<file path="src/rtl/fwd_select_ctrl.sv">
// fwd_select_ctrl
// Operand forwarding and load-use hazard controller for the EX-stage input.
// A three-deep shadow pipeline (EX, MEM, WB) mirrors the destination
// information of in-flight instructions. For each source operand, the
// youngest matching producer drives the 2-bit operand mux select.
// A load whose result is needed by the instruction right behind it cannot
// be forwarded in time, so decode is held for one cycle. A saturating
// counter records how many cycles were lost to such stalls.
module fwd_select_ctrl #(
    parameter int REGW = 4,
    parameter int CNTW = 16
) (
    input  logic            clk,
    input  logic            reset,
    input  logic            issue_valid,
    input  logic [REGW-1:0] issue_rd,
    input  logic            issue_wr_en,
    input  logic            issue_is_load,
    input  logic [REGW-1:0] src_a,
    input  logic [REGW-1:0] src_b,
    input  logic            use_a,
    input  logic            use_b,
    input  logic            flush,
    output logic [1:0]      sel_a,
    output logic [1:0]      sel_b,
    output logic            stall,
    output logic [CNTW-1:0] stall_count
);

    // Destination information carried alongside each in-flight instruction.
    typedef struct packed {
        logic            valid;
        logic            wr_en;
        logic [REGW-1:0] rd;
        logic            is_load;
    } slot_t;

    localparam slot_t SLOT_EMPTY = '{
        valid:   1'b0,
        wr_en:   1'b0,
        rd:      {REGW{1'b0}},
        is_load: 1'b0
    };

    localparam logic [CNTW-1:0] CNT_MAX = {CNTW{1'b1}};
    localparam logic [CNTW-1:0] CNT_ONE = {{(CNTW-1){1'b0}}, 1'b1};

    localparam logic [1:0] SEL_RF  = 2'b00;
    localparam logic [1:0] SEL_EX  = 2'b01;
    localparam logic [1:0] SEL_MEM = 2'b10;
    localparam logic [1:0] SEL_WB  = 2'b11;

    slot_t           ex_r;
    slot_t           mem_r;
    slot_t           wb_r;
    logic [CNTW-1:0] stall_count_r;
    logic            hazard_a_s;
    logic            hazard_b_s;
    slot_t           issue_slot_s;

    // Register 0 is hardwired to zero, so it never has a producer.
    function automatic logic is_producer(input slot_t s, input logic [REGW-1:0] r);
        return s.valid & s.wr_en & (s.rd == r) & (r != {REGW{1'b0}});
    endfunction

    // Youngest producer wins: EX, then MEM, then WB, otherwise the regfile.
    function automatic logic [1:0] pick_sel(
        input logic            use_op,
        input logic [REGW-1:0] src,
        input slot_t           ex_s,
        input slot_t           mem_s,
        input slot_t           wb_s
    );
        logic [1:0] sel_v;
        if (!use_op || (src == {REGW{1'b0}})) begin
            sel_v = SEL_RF;
        end else if (is_producer(ex_s, src)) begin
            sel_v = SEL_EX;
        end else if (is_producer(mem_s, src)) begin
            sel_v = SEL_MEM;
        end else if (is_producer(wb_s, src)) begin
            sel_v = SEL_WB;
        end else begin
            sel_v = SEL_RF;
        end
        return sel_v;
    endfunction

    // Detect load-use hazards and compute operand selects and the stall request.
    always_comb begin
        hazard_a_s = 1'b0;
        hazard_b_s = 1'b0;
        sel_a      = SEL_RF;
        sel_b      = SEL_RF;
        stall      = 1'b0;

        hazard_a_s = use_a & is_producer(ex_r, src_a) & ex_r.is_load;
        hazard_b_s = use_b & is_producer(ex_r, src_b) & ex_r.is_load;

        // A load in EX has no result yet; the operand waits on the regfile path.
        if (hazard_a_s) begin
            sel_a = SEL_RF;
        end else begin
            sel_a = pick_sel(use_a, src_a, ex_r, mem_r, wb_r);
        end

        if (hazard_b_s) begin
            sel_b = SEL_RF;
        end else begin
            sel_b = pick_sel(use_b, src_b, ex_r, mem_r, wb_r);
        end

        // A flushed instruction is discarded anyway, so it never needs to wait.
        stall = issue_valid & (hazard_a_s | hazard_b_s) & ~flush;
    end

    // Build the slot entering EX; stalled or flushed issues become bubbles.
    always_comb begin
        issue_slot_s = SLOT_EMPTY;
        if (issue_valid && !stall && !flush) begin
            issue_slot_s.valid   = 1'b1;
            issue_slot_s.wr_en   = issue_wr_en;
            issue_slot_s.rd      = issue_rd;
            issue_slot_s.is_load = issue_is_load;
        end else begin
            issue_slot_s = SLOT_EMPTY;
        end
    end

    // Advance the shadow pipeline one stage per cycle.
    always_ff @(posedge clk) begin
        if (reset) begin
            ex_r  <= SLOT_EMPTY;
            mem_r <= SLOT_EMPTY;
            wb_r  <= SLOT_EMPTY;
        end else begin
            wb_r  <= mem_r;
            mem_r <= ex_r;
            ex_r  <= issue_slot_s;
        end
    end

    // Count stall cycles, holding at the maximum value instead of wrapping.
    always_ff @(posedge clk) begin
        if (reset) begin
            stall_count_r <= {CNTW{1'b0}};
        end else if (stall && (stall_count_r != CNT_MAX)) begin
            stall_count_r <= stall_count_r + CNT_ONE;
        end else begin
            stall_count_r <= stall_count_r;
        end
    end

    assign stall_count = stall_count_r;

endmodule

</file>
<file path="config.mk">
export PLATFORM = sky130hd
export DESIGN_NAME = fwd_select_ctrl
export DESIGN_NICKNAME = d
export VERILOG_FILES = /design/src/rtl/fwd_select_ctrl.sv
export SDC_FILE = /design/constraint.sdc
export NUM_CORES = 1
export LEC_CHECK = 0
export BUFFER_PORTS_ARGS = -buffer_cell sky130_fd_sc_hd__buf_2
export CORE_MARGIN = 4
export CORE_UTILIZATION = 54
export CTS_CLUSTER_SIZE = 24
export DETAILED_ROUTE_END_ITERATION = 7
export PLACE_DENSITY_LB_ADDON = 0.05
export SYNTH_ARGS = -nofsm -noshare
export SYNTH_HDL_FRONTEND = slang
export SYNTH_SLANG_ARGS = --single-unit
</file>
<file path="constraint.sdc">
create_clock -name clk -period 2.47 [get_ports clk]
set_input_delay 0.3705 -clock clk [delete_from_list [all_inputs] [get_ports clk]]
set_output_delay 0.3705 -clock clk [all_outputs]
set_load 0.05 [all_outputs]
</file>
==> results.md, run 1 <==
* CP Cell Sequence: or3_4, a2111oi_4, buf_4, nand2b_1, nor3b_4, buf_6
* Total negative setup slack at 0 ps
* Synthesized-area fraction occupied by xor and xnor cells at 0.0928
* Startpoint Class: register
* Wire length of the first global-routing pass at 7650 um
* Crit end category: output pin
* Leakage power at 0.000869 uW
* Nets at roughly 290
* Flip-flop cell with the highest count after synthesis: sky130_fd_sc_hd__dfxtp_1
* Pin count of the biggest net entering global routing at 33
* Drt first pass iters at 4
* Sw Share at 0.261
* Root Driver: sky130_fd_sc_hd__clkbuf_4
* Global placer's final weighted congestion at 0.884
* PortBufs at 40
* Flops & latches, synth at 35
* Critical Setup Path Class: register to output pin
* Relative area change from synthesis to final layout at 24.0%
* Final period demand of the worst path at between 2000 and 2500 ps
* Worst supply voltage drop on vdd at around 0.33 mV
* Run status: complete, no violations
* Horiz. Die Dim at 67.1 um
* Antenna violations before repair at 0
* Share of the synthesized area in compound gates (AO/OA/AOI/OAI) at 0.160
* Critical Path AT at 2000 ps
* Share of synthesized flip-flops with an asynchronous set or reset at 0
* Cell internal pwr at 721 uW
* Final Hold Violating Endpoints at 0
* Cts hold-fix bufs at 0
* Class of the tightest hold or removal check: input port to register
* Max Freq at 421 MHz
* Via count of the first global-routing pass at 1631
* Count of maximum capacitance violations at 0
* Maximum fanout along the worst path at 2
* Starting density of the core at 0.561
* Clk sinks at 35
* TritonCTS clock tree: done
* Full die area at 4500 sq um
* Main combinational cell family by area after synthesis: simple AND/OR/NAND/NOR gates
* Total nets after synthesis at 236
* Share of the clock period used by the worst path after layout at 0.962
* Part of the total power dissipated in sequential elements at 0.590
* Combinational share of power at 0.101
* Worst max-slew margin expressed relative to the limit at 0.593
* Fraction of the mapped netlist area in adder cells at 0.00663
* Fill cells at 304
* Number of vias after detailed routing at roughly 1.7k
* Actual transition at the worst max-transition pin at 611 ps
* Largest incremental delay on the critical path at 390 ps
* Gate count after technology mapping at 215
* Std cell rows at 21
* Final Routed Wirelength at 4560 um
* Proportion of power drawn by the clock network at 0.309
* Initial DRC count at 138
* IO Pins at 41
* Worst setup slack after layout at 94.6 ps
* Post-Place Cells at 303
* Sum of overflow across all layers after global routing at 0
* Core area at between 3000 and 4000 sq um
* Worst endpoint required time at 2100 ps
* Final number of setup-violating endpoints at 0
* Final worst clock skew at 15.9 ps
* Worst skew pair latency at 350 ps
* Mean number of vias per cell at between 5 and 6
* Post-detail-place hpwl at 3290 um
* Number of enable flip-flop cells after synthesis at 0
* ANT cells at 0
* Depth of the CTS H-tree at 2
* Setup slack after placement at about 42 ps
* Final Power at 976 uW
* Setup repair after global routing missed its margin: true
* Cell with the largest stage delay on the worst path: sky130_fd_sc_hd__or3_4
* Yosys Warn Count at 0
* Share of synthesized area occupied by flip-flops and latches at 0.371
* Final Slew Violations at 0
* Routed length per placed instance at 14.6 um
* Family with the most delay on the worst path: simple AND/OR/NAND/NOR gates
* Die height at 67.1 um
* Synthesized cell area at roughly 1900 sq um
* Post-CTS clock slew at the launch and capture registers of the worst setup and hold paths at 110 ps
* Fraction of layout cells with a size suffix above 1 at 0.305
* Simple-gate portion of the synthesized area at 0.320
* Tot GR Track Use at 0.224
* Mean area per synthesized cell at 8.78 sq um
* Post-route non-filler standard cell count at 312
* Post-route DRC at 0
* Synth cell types at 42
* Num CTS Buffers at 5
* Remaining antenna violation count at 0
* CTS max path bufs at 2
* Buffers plus inverters on the worst setup path at 2
* Proportion of synthesized area in mux cells at 0.0119
* Power density over the cells at 417 nW/um^2
* Switching Power at roughly 250 uW
path summary, 6_finish.rpt:
check | cells after the start | endpoint | slack, ps | start
setup / recovery | 6 | sel_a[1] | 90 | wb_r[3]
hold / removal | 2 | ex_r[0] | 230 | issue_is_load
setup reg to reg | 6 | stall_count[10] | 370 | ex_r[1]
hold reg to reg | 1 | wb_r[5] | 490 | mem_r[5]
synth_stat cells, drive strengths merged, types with 2 or more instances:
cell type	count	area, sq um
buf	7	41.3
nor3b	2	15.0
xor2	10	87.6
or3	6	37.5
xnor2	10	87.6
dfxtp	35	701
nor2	10	40.0
a21oi	13	65.1
nand3b	3	22.5
inv	4	15.0
nand4	7	50.1
nor3	6	30.0
nor4	6	37.5
o31ai	6	45.0
nand3	8	40.0
nand2	12	45.0
or4b	2	20.0
or4	8	60.1
o311ai	2	17.5
a2111oi	2	17.5
o41ai	7	76.3
nand2b	5	31.3
clkbuf	4	15.0
o21ai	4	20.0
mux2	2	22.5
nor2b	14	87.6
and2	9	56.3
cells by family after synthesis:
logic type / count (synthesis)
xor+xnor: 20
mux: 2
flops: 35
simple gates: 102
compound gates: 40
fa+ha+maj: 1
buf+inv: 15
flip-flops by register name (all words and copies together), names as in the netlist:
name / flops
mem_r: 6
ex_r: 7
wb_r: 6
stall_count: 16
layout make-up:
cell class	instances	area (sq um)	share of cell area
Clock buffer	5	37.5	0.0160
Clock inverter	3	15.0	0.00642
Inverter	4	15.0	0.00642
Multi-Input combinational cell	165	1180	0.505
Sequential cell	35	702	0.300
Tap cell	46	57.6	0.0246
Timing Repair Buffer	54	332	0.142
metrics by stage:
| step | hold slack [ps] | utilization | cell area (sq um) |
|---|---|---|---|
| finish | 226 | 0.696 | 2340 |
| global route | 218 | 0.696 | 2340 |
| CTS | 216 | 0.679 | 2280 |
| detailed placement | 457 | 0.659 | 2220 |
| global placement | 448 | 0.659 | 2220 |
| floorplan | 438 | - | 1900 |
cells in the final DEF, fill, tap and decap left out, types with 2 or more instances in the layout:
master,n
sky130_fd_sc_hd__clkbuf_4,6
sky130_fd_sc_hd__xor2_1,10
sky130_fd_sc_hd__xnor2_1,10
sky130_fd_sc_hd__nor4_1,6
sky130_fd_sc_hd__mux2_2,2
sky130_fd_sc_hd__o21ai_0,4
sky130_fd_sc_hd__a21oi_1,11
sky130_fd_sc_hd__nor2_1,9
sky130_fd_sc_hd__nor3_1,6
sky130_fd_sc_hd__and2_1,9
sky130_fd_sc_hd__nand4_1,6
sky130_fd_sc_hd__clkinv_2,3
sky130_fd_sc_hd__a2111oi_4,2
sky130_fd_sc_hd__nand2_1,12
sky130_fd_sc_hd__nand2b_1,5
sky130_fd_sc_hd__a21oi_2,2
sky130_fd_sc_hd__nand3b_1,3
sky130_fd_sc_hd__inv_1,4
sky130_fd_sc_hd__buf_4,15
sky130_fd_sc_hd__dfxtp_1,34
sky130_fd_sc_hd__or3_1,5
sky130_fd_sc_hd__o311ai_0,2
sky130_fd_sc_hd__o31ai_1,6
sky130_fd_sc_hd__nand3_1,8
sky130_fd_sc_hd__or4b_2,2
sky130_fd_sc_hd__or4_1,8
sky130_fd_sc_hd__o41ai_2,2
sky130_fd_sc_hd__buf_2,36
sky130_fd_sc_hd__nor2b_1,14
sky130_fd_sc_hd__o41ai_1,5
routing by layer:
metal  wire length [um]  track usage
met1               2310        0.331
met2               1940        0.313
met3                242       0.0590
met4                 61       0.0684
met5                  0            0
power groups by stage:
stage                     clock, uW  combinational [uW]  sequential (uW)
final                           302                98.5              576
after CTS                       310                92.6              576
after floorplan                   0                54.1              587
after global routing            341                 108              577
after global placement            0                90.6              588
after detailed placement          0                91.0              589
timing repair:
item	CTS	global route
endpoints found under the setup margin	4	4
setup buffers	0	1
resized for setup	6	8
worst register-to-register path: cells and delay by family, from the launching register on:
| kind | cells | cell delay [ps] |
|---|---|---|
| XOR/XNOR | 1 | 140 |
| AO/OA/AOI/OAI | 2 | 490 |
| buffers and inverters | 1 | 180 |
| AND/OR/NAND/NOR | 2 | 830 |
| flip-flops | 1 | 400 |
Power figures use the tool's default switching activity.
==> run 2: changes to the inputs <==
BUFFER_PORTS_ARGS = -buffer_cell sky130_fd_sc_hd__buf_4   (was -buffer_cell sky130_fd_sc_hd__buf_2)
==> run 2 against run 1 <==
Register-to-register slack got worse by 40 ps. Routed wire length is 4.8% lower. Die area unchanged. Power rose by 12%. Global-route usage down 1.8 points. Combinational power increased by 4%. Sequential cell count unchanged. Final cell count decreased by 1.9%. Sequential power barely moved. Highest routed layer unchanged.
==> results.md, run 2 (same netlist as run 1, synthesis figures left out) <==
* Final worst clock skew at 8.07 ps
* Worst skew pair latency at 350 ps
* Drt first pass iters at 4
* Antenna violations before repair at 0
* Run status: complete, no violations
* Routed length per placed instance at 14.2 um
* Count of maximum capacitance violations at 0
* Critical Setup Path Class: register to output pin
* Leakage power at 0.000861 uW
* Final Hold Violating Endpoints at 0
* CTS max path bufs at 2
* Final number of setup-violating endpoints at 0
* Setup slack, reg-to-reg at 330 ps
* IO Pins at a little over 40
* Post-route DRC at 0
* Tot GR Track Use at 0.206
* Root Driver: sky130_fd_sc_hd__clkbuf_4
* Crit end category: output pin
* Mean number of vias per cell at 5.55
* Nets at 280
* Setup repair after global routing missed its margin: false
* Remaining antenna violation count at 0
* Area post-placement at around 2300 sq um
* Worst supply voltage drop on vdd at 0.298 mV
* Num CTS Buffers at 5
* Depth of the CTS H-tree at 2
* Fraction of layout cells with a size suffix above 1 at 0.292
* Die height at 67.1 um
* Cts hold-fix bufs at 0
* Pin count of the biggest net entering global routing at 33
* Global placer's final weighted congestion at about 0.9
* Power density over the cells at 450 nW/um^2
* Std cell rows at 21
* Final non-filler cell area at 2420 sq um
* Post-detail-place hpwl at 3110 um
* Via count of the first global-routing pass at 1406
* Max Freq at 422 MHz
* Number of vias after detailed routing at between 1.5k and 2k
* Horiz. Die Dim at 67.1 um
* Wire length of the first global-routing pass at a little under 7000 um
* Sum of overflow across all layers after global routing at 0
* Total negative setup slack at 0 ps
* Maximum fanout along the worst path at 2
* Relative area change from synthesis to final layout at 28.2%
* Final Slew Violations at 0
* Initial DRC count at 160
* Commonest cells after routing, fill and taps aside: sky130_fd_sc_hd__buf_4 (46), sky130_fd_sc_hd__dfxtp_1 (34), sky130_fd_sc_hd__nor2b_1 (14), sky130_fd_sc_hd__nand2_1 (12), sky130_fd_sc_hd__a21oi_1 (11)
* Final period demand of the worst path at 2370 ps
* Actual transition at the worst max-transition pin at 407 ps
* Starting density of the core at 0.561
* Clk sinks at 35
* Worst max-slew margin expressed relative to the limit at 0.726
* Final Routed Wirelength at 4340 um
* Core area at 3360 sq um
* Startpoint Class: register
* Worst endpoint required time at 2100 ps
* Leading cell type in the layout, fill and taps excluded: sky130_fd_sc_hd__buf_4
* ANT cells at 0
* Class of the tightest hold or removal check: input port to register
* TritonCTS clock tree: done
* Share of the clock period used by the worst path after layout at 0.959
* Largest register FFs at 16
* Full die area at 4500 sq um
* Critical Path AT at 2000 ps
* PortBufs at 40
* Fill cells at 280
* Post-CTS clock slew at the launch and capture registers of the worst setup and hold paths at 100 ps
[run 2: final cells by class]
type                       instances  area (sq um)  area share
tap                               46          57.6      0.0238
sequential                        35           702       0.290
clock inverter                     3          43.8      0.0181
inverter                           4          15.0     0.00620
timing repair buffer              48           368       0.152
clock buffer                       5          37.5      0.0155
multi-input combinational        165          1200       0.494
[run 2: metrics by stage]
stage                     power [uW]  hold slack (ps)  worst slack, ps   util  cells
after floorplan                  641              438             13.8      -    215
after global placement           679              449            -19.2  0.672    297
after detailed placement         680              456            -4.37  0.672    297
after CTS                       1090              207             16.0  0.698    305
after global routing            1140              206           0.0626  0.719    306
final                           1090              222              102  0.719    306
[run 2: report_power, final]
part / switching (uW) / leakage [uW] / internal [uW] / total [uW]
Sequential: 5.32 / 0.000283 / 570 / 576
Combinational: 53.2 / 0.000533 / 48.3 / 102
Clock: 198 / 0.0000452 / 213 / 411
[run 2: final timing paths]
kind | start | end | depth (start not counted)
setup / recovery | wb_r[3] | sel_a[1] | 6
hold / removal | issue_is_load | ex_r[0] | 2
setup reg to reg | ex_r[1] | stall_count[5] | 5
hold reg to reg | mem_r[6] | wb_r[6] | 1
[run 2: timing repair]
item	4_1_cts	5_1_grt
hold endpoints to repair	0	0
endpoints found under the setup margin	4	5
cloned	0	0
gates resized for setup	3	11
buffers inserted	0	1
[run 2: critical path, cell delays in order (launching register included)]
cell	delay (ps)
sky130_fd_sc_hd__dfxtp_2	330
sky130_fd_sc_hd__or3_4	380
sky130_fd_sc_hd__a2111oi_4	280
sky130_fd_sc_hd__buf_4	170
sky130_fd_sc_hd__nand2b_1	110
sky130_fd_sc_hd__nor3b_4	200
sky130_fd_sc_hd__buf_6	180
[run 2: metal layers]
layer  global-route usage  vias to the layer above  part of all wire
met1                0.316                      768              0.51
met4               0.0835                        0             0.015
met3               0.0540                        7             0.060
met2                0.264                       35              0.42
met5                    0                        -                 0
li1                     -                      887                 -
==> run 3: changes to the inputs <==
CORE_MARGIN = unset   (was 4)
CORE_UTILIZATION = 58   (was 54)
clock period = 2.8 ns   (was 2.47 ns; I/O delays follow)
==> run 3 against run 2 <==
Non-clock buffer count decreased by 4. Worst setup slack improved by 83 ps. Clock power is 31% lower. Global-route usage up 5.4 points. Clock skew increased by 2.2 ps. Die area shrank 23%.
==> results.md, run 3 (same netlist as run 1, synthesis figures left out) <==
* Tot GR Track Use at 0.260
* Fill cells at 260
* Critical Path AT at ~2200 ps
* Proportion of power drawn by the clock network at 0.324
* Worst endpoint required time at 2380 ps
* Fraction of met3 tracks used by global routing at 0.0655
* Wire length of the first global-routing pass at approximately 6700 um
* Horiz. Die Dim at 59.0 um
* Cts hold-fix bufs at 0
* Share of the clock period used by the worst path after layout at 0.934
* Post-CTS sizing at 0
* Startpoint Class: register
* PortBufs at 40
* ANT cells at 0
* Mean number of vias per cell at 5.80
* Met2 Usage GRT at 0.372
* Final Slew Violations at 0
* Global placer's final weighted congestion at between 0.9 and 1
* Switching Power at 212 uW
* Routed length per placed instance at 14.0 um
* Post-detail-place hpwl at 3050 um
* Final Routed Wirelength at between 4000 and 5000 um
* Fraction of layout cells with a size suffix above 1 at 0.251
* Starting density of the core at 0.613
* Class of the tightest hold or removal check: input port to register
* Buffers inserted by post-CTS timing repair at 0
* Worst supply voltage drop on vdd at about 0.30 mV
* Total negative setup slack at 0 ps
* Number of vias after detailed routing at 1733
* Actual transition at the worst max-transition pin at 649 ps
* Combinational share of power at 0.093
* Commonest cells after routing, fill and taps aside: sky130_fd_sc_hd__buf_4 (44), sky130_fd_sc_hd__dfxtp_1 (35), sky130_fd_sc_hd__nor2b_1 (14), sky130_fd_sc_hd__a21oi_1 (13), sky130_fd_sc_hd__nand2_1 (12)
* Post-CTS clock slew at the launch and capture registers of the worst setup and hold paths at around 100 ps
* Final number of setup-violating endpoints at 0
* IO Pins at 41
* Die height at roughly 60 um
* Max Freq at between 300 and 400 MHz
* Final Hold Violating Endpoints at 0
* Via count of the first global-routing pass at 1465
* Nets at 276
* Final worst clock skew at approximately 10 ps
* Drt first pass iters at 5
* Final period demand of the worst path at roughly 2600 ps
* Crit end category: output pin
* Sum of overflow across all layers after global routing at 0
* Part of the total power dissipated in sequential elements at 0.583
* Std cell rows at 20
* Worst max-slew margin expressed relative to the limit at 0.556
* Pin count of the biggest net entering global routing at 33
* Largest register FFs at 16
* CTS max path bufs at 2
* Core area at 3080 sq um
* Antenna violations before repair at 0
* Post-route DRC at 0
* Clk sinks at 35
* Root Driver: sky130_fd_sc_hd__clkbuf_4
* Setup slack after placement at approximately 340 ps
* Remaining antenna violation count at 0
* Leakage power at 0.000827 uW
* Leading cell type in the layout, fill and taps excluded: sky130_fd_sc_hd__buf_4
* Full die area at 3490 sq um
* Setup repair after global routing missed its margin: false
* Maximum fanout along the worst path at 3
* Final standard cell utilization of the core at 0.741
* Run status: complete, no violations
* Worst skew pair latency at 340 ps
* Power density over the cells at 382 nW/um^2
* Initial DRC count at 109
* Relative area change from synthesis to final layout at 21.0%
* Critical Setup Path Class: register to output pin
* TritonCTS clock tree: done
* Depth of the CTS H-tree at 2
* Count of maximum capacitance violations at 0
* Met1 global-route usage at 0.385
* Worst hold slack at 278 ps
* Worst setup slack after layout at 185 ps
* Num CTS Buffers at 5
* Sw Share at 0.243
* Cell internal pwr at 659 uW
* Most used routing layer in global routing: met1
run 3: cell count changes in the layout (fill, tap and decap cells not counted), sizes merged:
cell,previous run,this run
buf,48,44
bufinv,1,0
clkbuf,5,6
clkinv,2,1
run 3: critical path, cell delays in order (launching register included):
cell and delay, ps:
sky130_fd_sc_hd__dfxtp_1 340, sky130_fd_sc_hd__or3_1 360, sky130_fd_sc_hd__a2111oi_0 590, sky130_fd_sc_hd__nand3b_1 140
sky130_fd_sc_hd__a21oi_1 200, sky130_fd_sc_hd__buf_4 220
run 3: layer usage:
metal / vias to the layer above / share of wire
met4: 0 / 0.012
met3: 5 / 0.058
met5: - / 0
li1: 874 / -
met2: 65 / 0.43
met1: 789 / 0.50
run 3: final timing paths:
path | end | cells after the start | slack, ps | start
min reg2reg | wb_r[5] | 1 | 460 | mem_r[5]
max | sel_a[0] | 5 | 180 | wb_r[3]
min | ex_r[3] | 2 | 280 | issue_rd[2]
max reg2reg | stall_count[4] | 6 | 560 | ex_r[2]
run 3: metrics by stage:
| stage | total power (uW) | instance area (sq um) | instances |
|---|---|---|---|
| 2_1_floorplan | 565 | 1900 | 215 |
| 3_3_place_gp | 598 | 2230 | 292 |
| 3_5_place_dp | 600 | 2230 | 292 |
| 4_1_cts | 875 | 2280 | 299 |
| 5_1_grt | 906 | 2280 | 299 |
| 6_report | 871 | 2280 | 299 |
run 3: power by group through the flow:
stage	clock network (uW)	logic (uW)	registers [uW]
2_1_floorplan	0	47.4	518
4_1_cts	286	80.5	508
3_5_place_dp	0	80.0	520
6_report	282	80.9	508
5_1_grt	309	87.8	509
3_3_place_gp	0	79.0	519
run 3: layout make-up:
| class | count | area (sq um) | share of cell area |
|---|---|---|---|
| Sequential cell | 35 | 701 | 0.307 |
| Clock buffer | 6 | 51.3 | 0.0225 |
| Timing Repair Buffer | 44 | 330 | 0.145 |
| Tap cell | 44 | 55.1 | 0.0241 |
| Multi-Input combinational cell | 165 | 1120 | 0.493 |
| Inverter | 4 | 15.0 | 0.00658 |
| Clock inverter | 1 | 5.00 | 0.00219 |
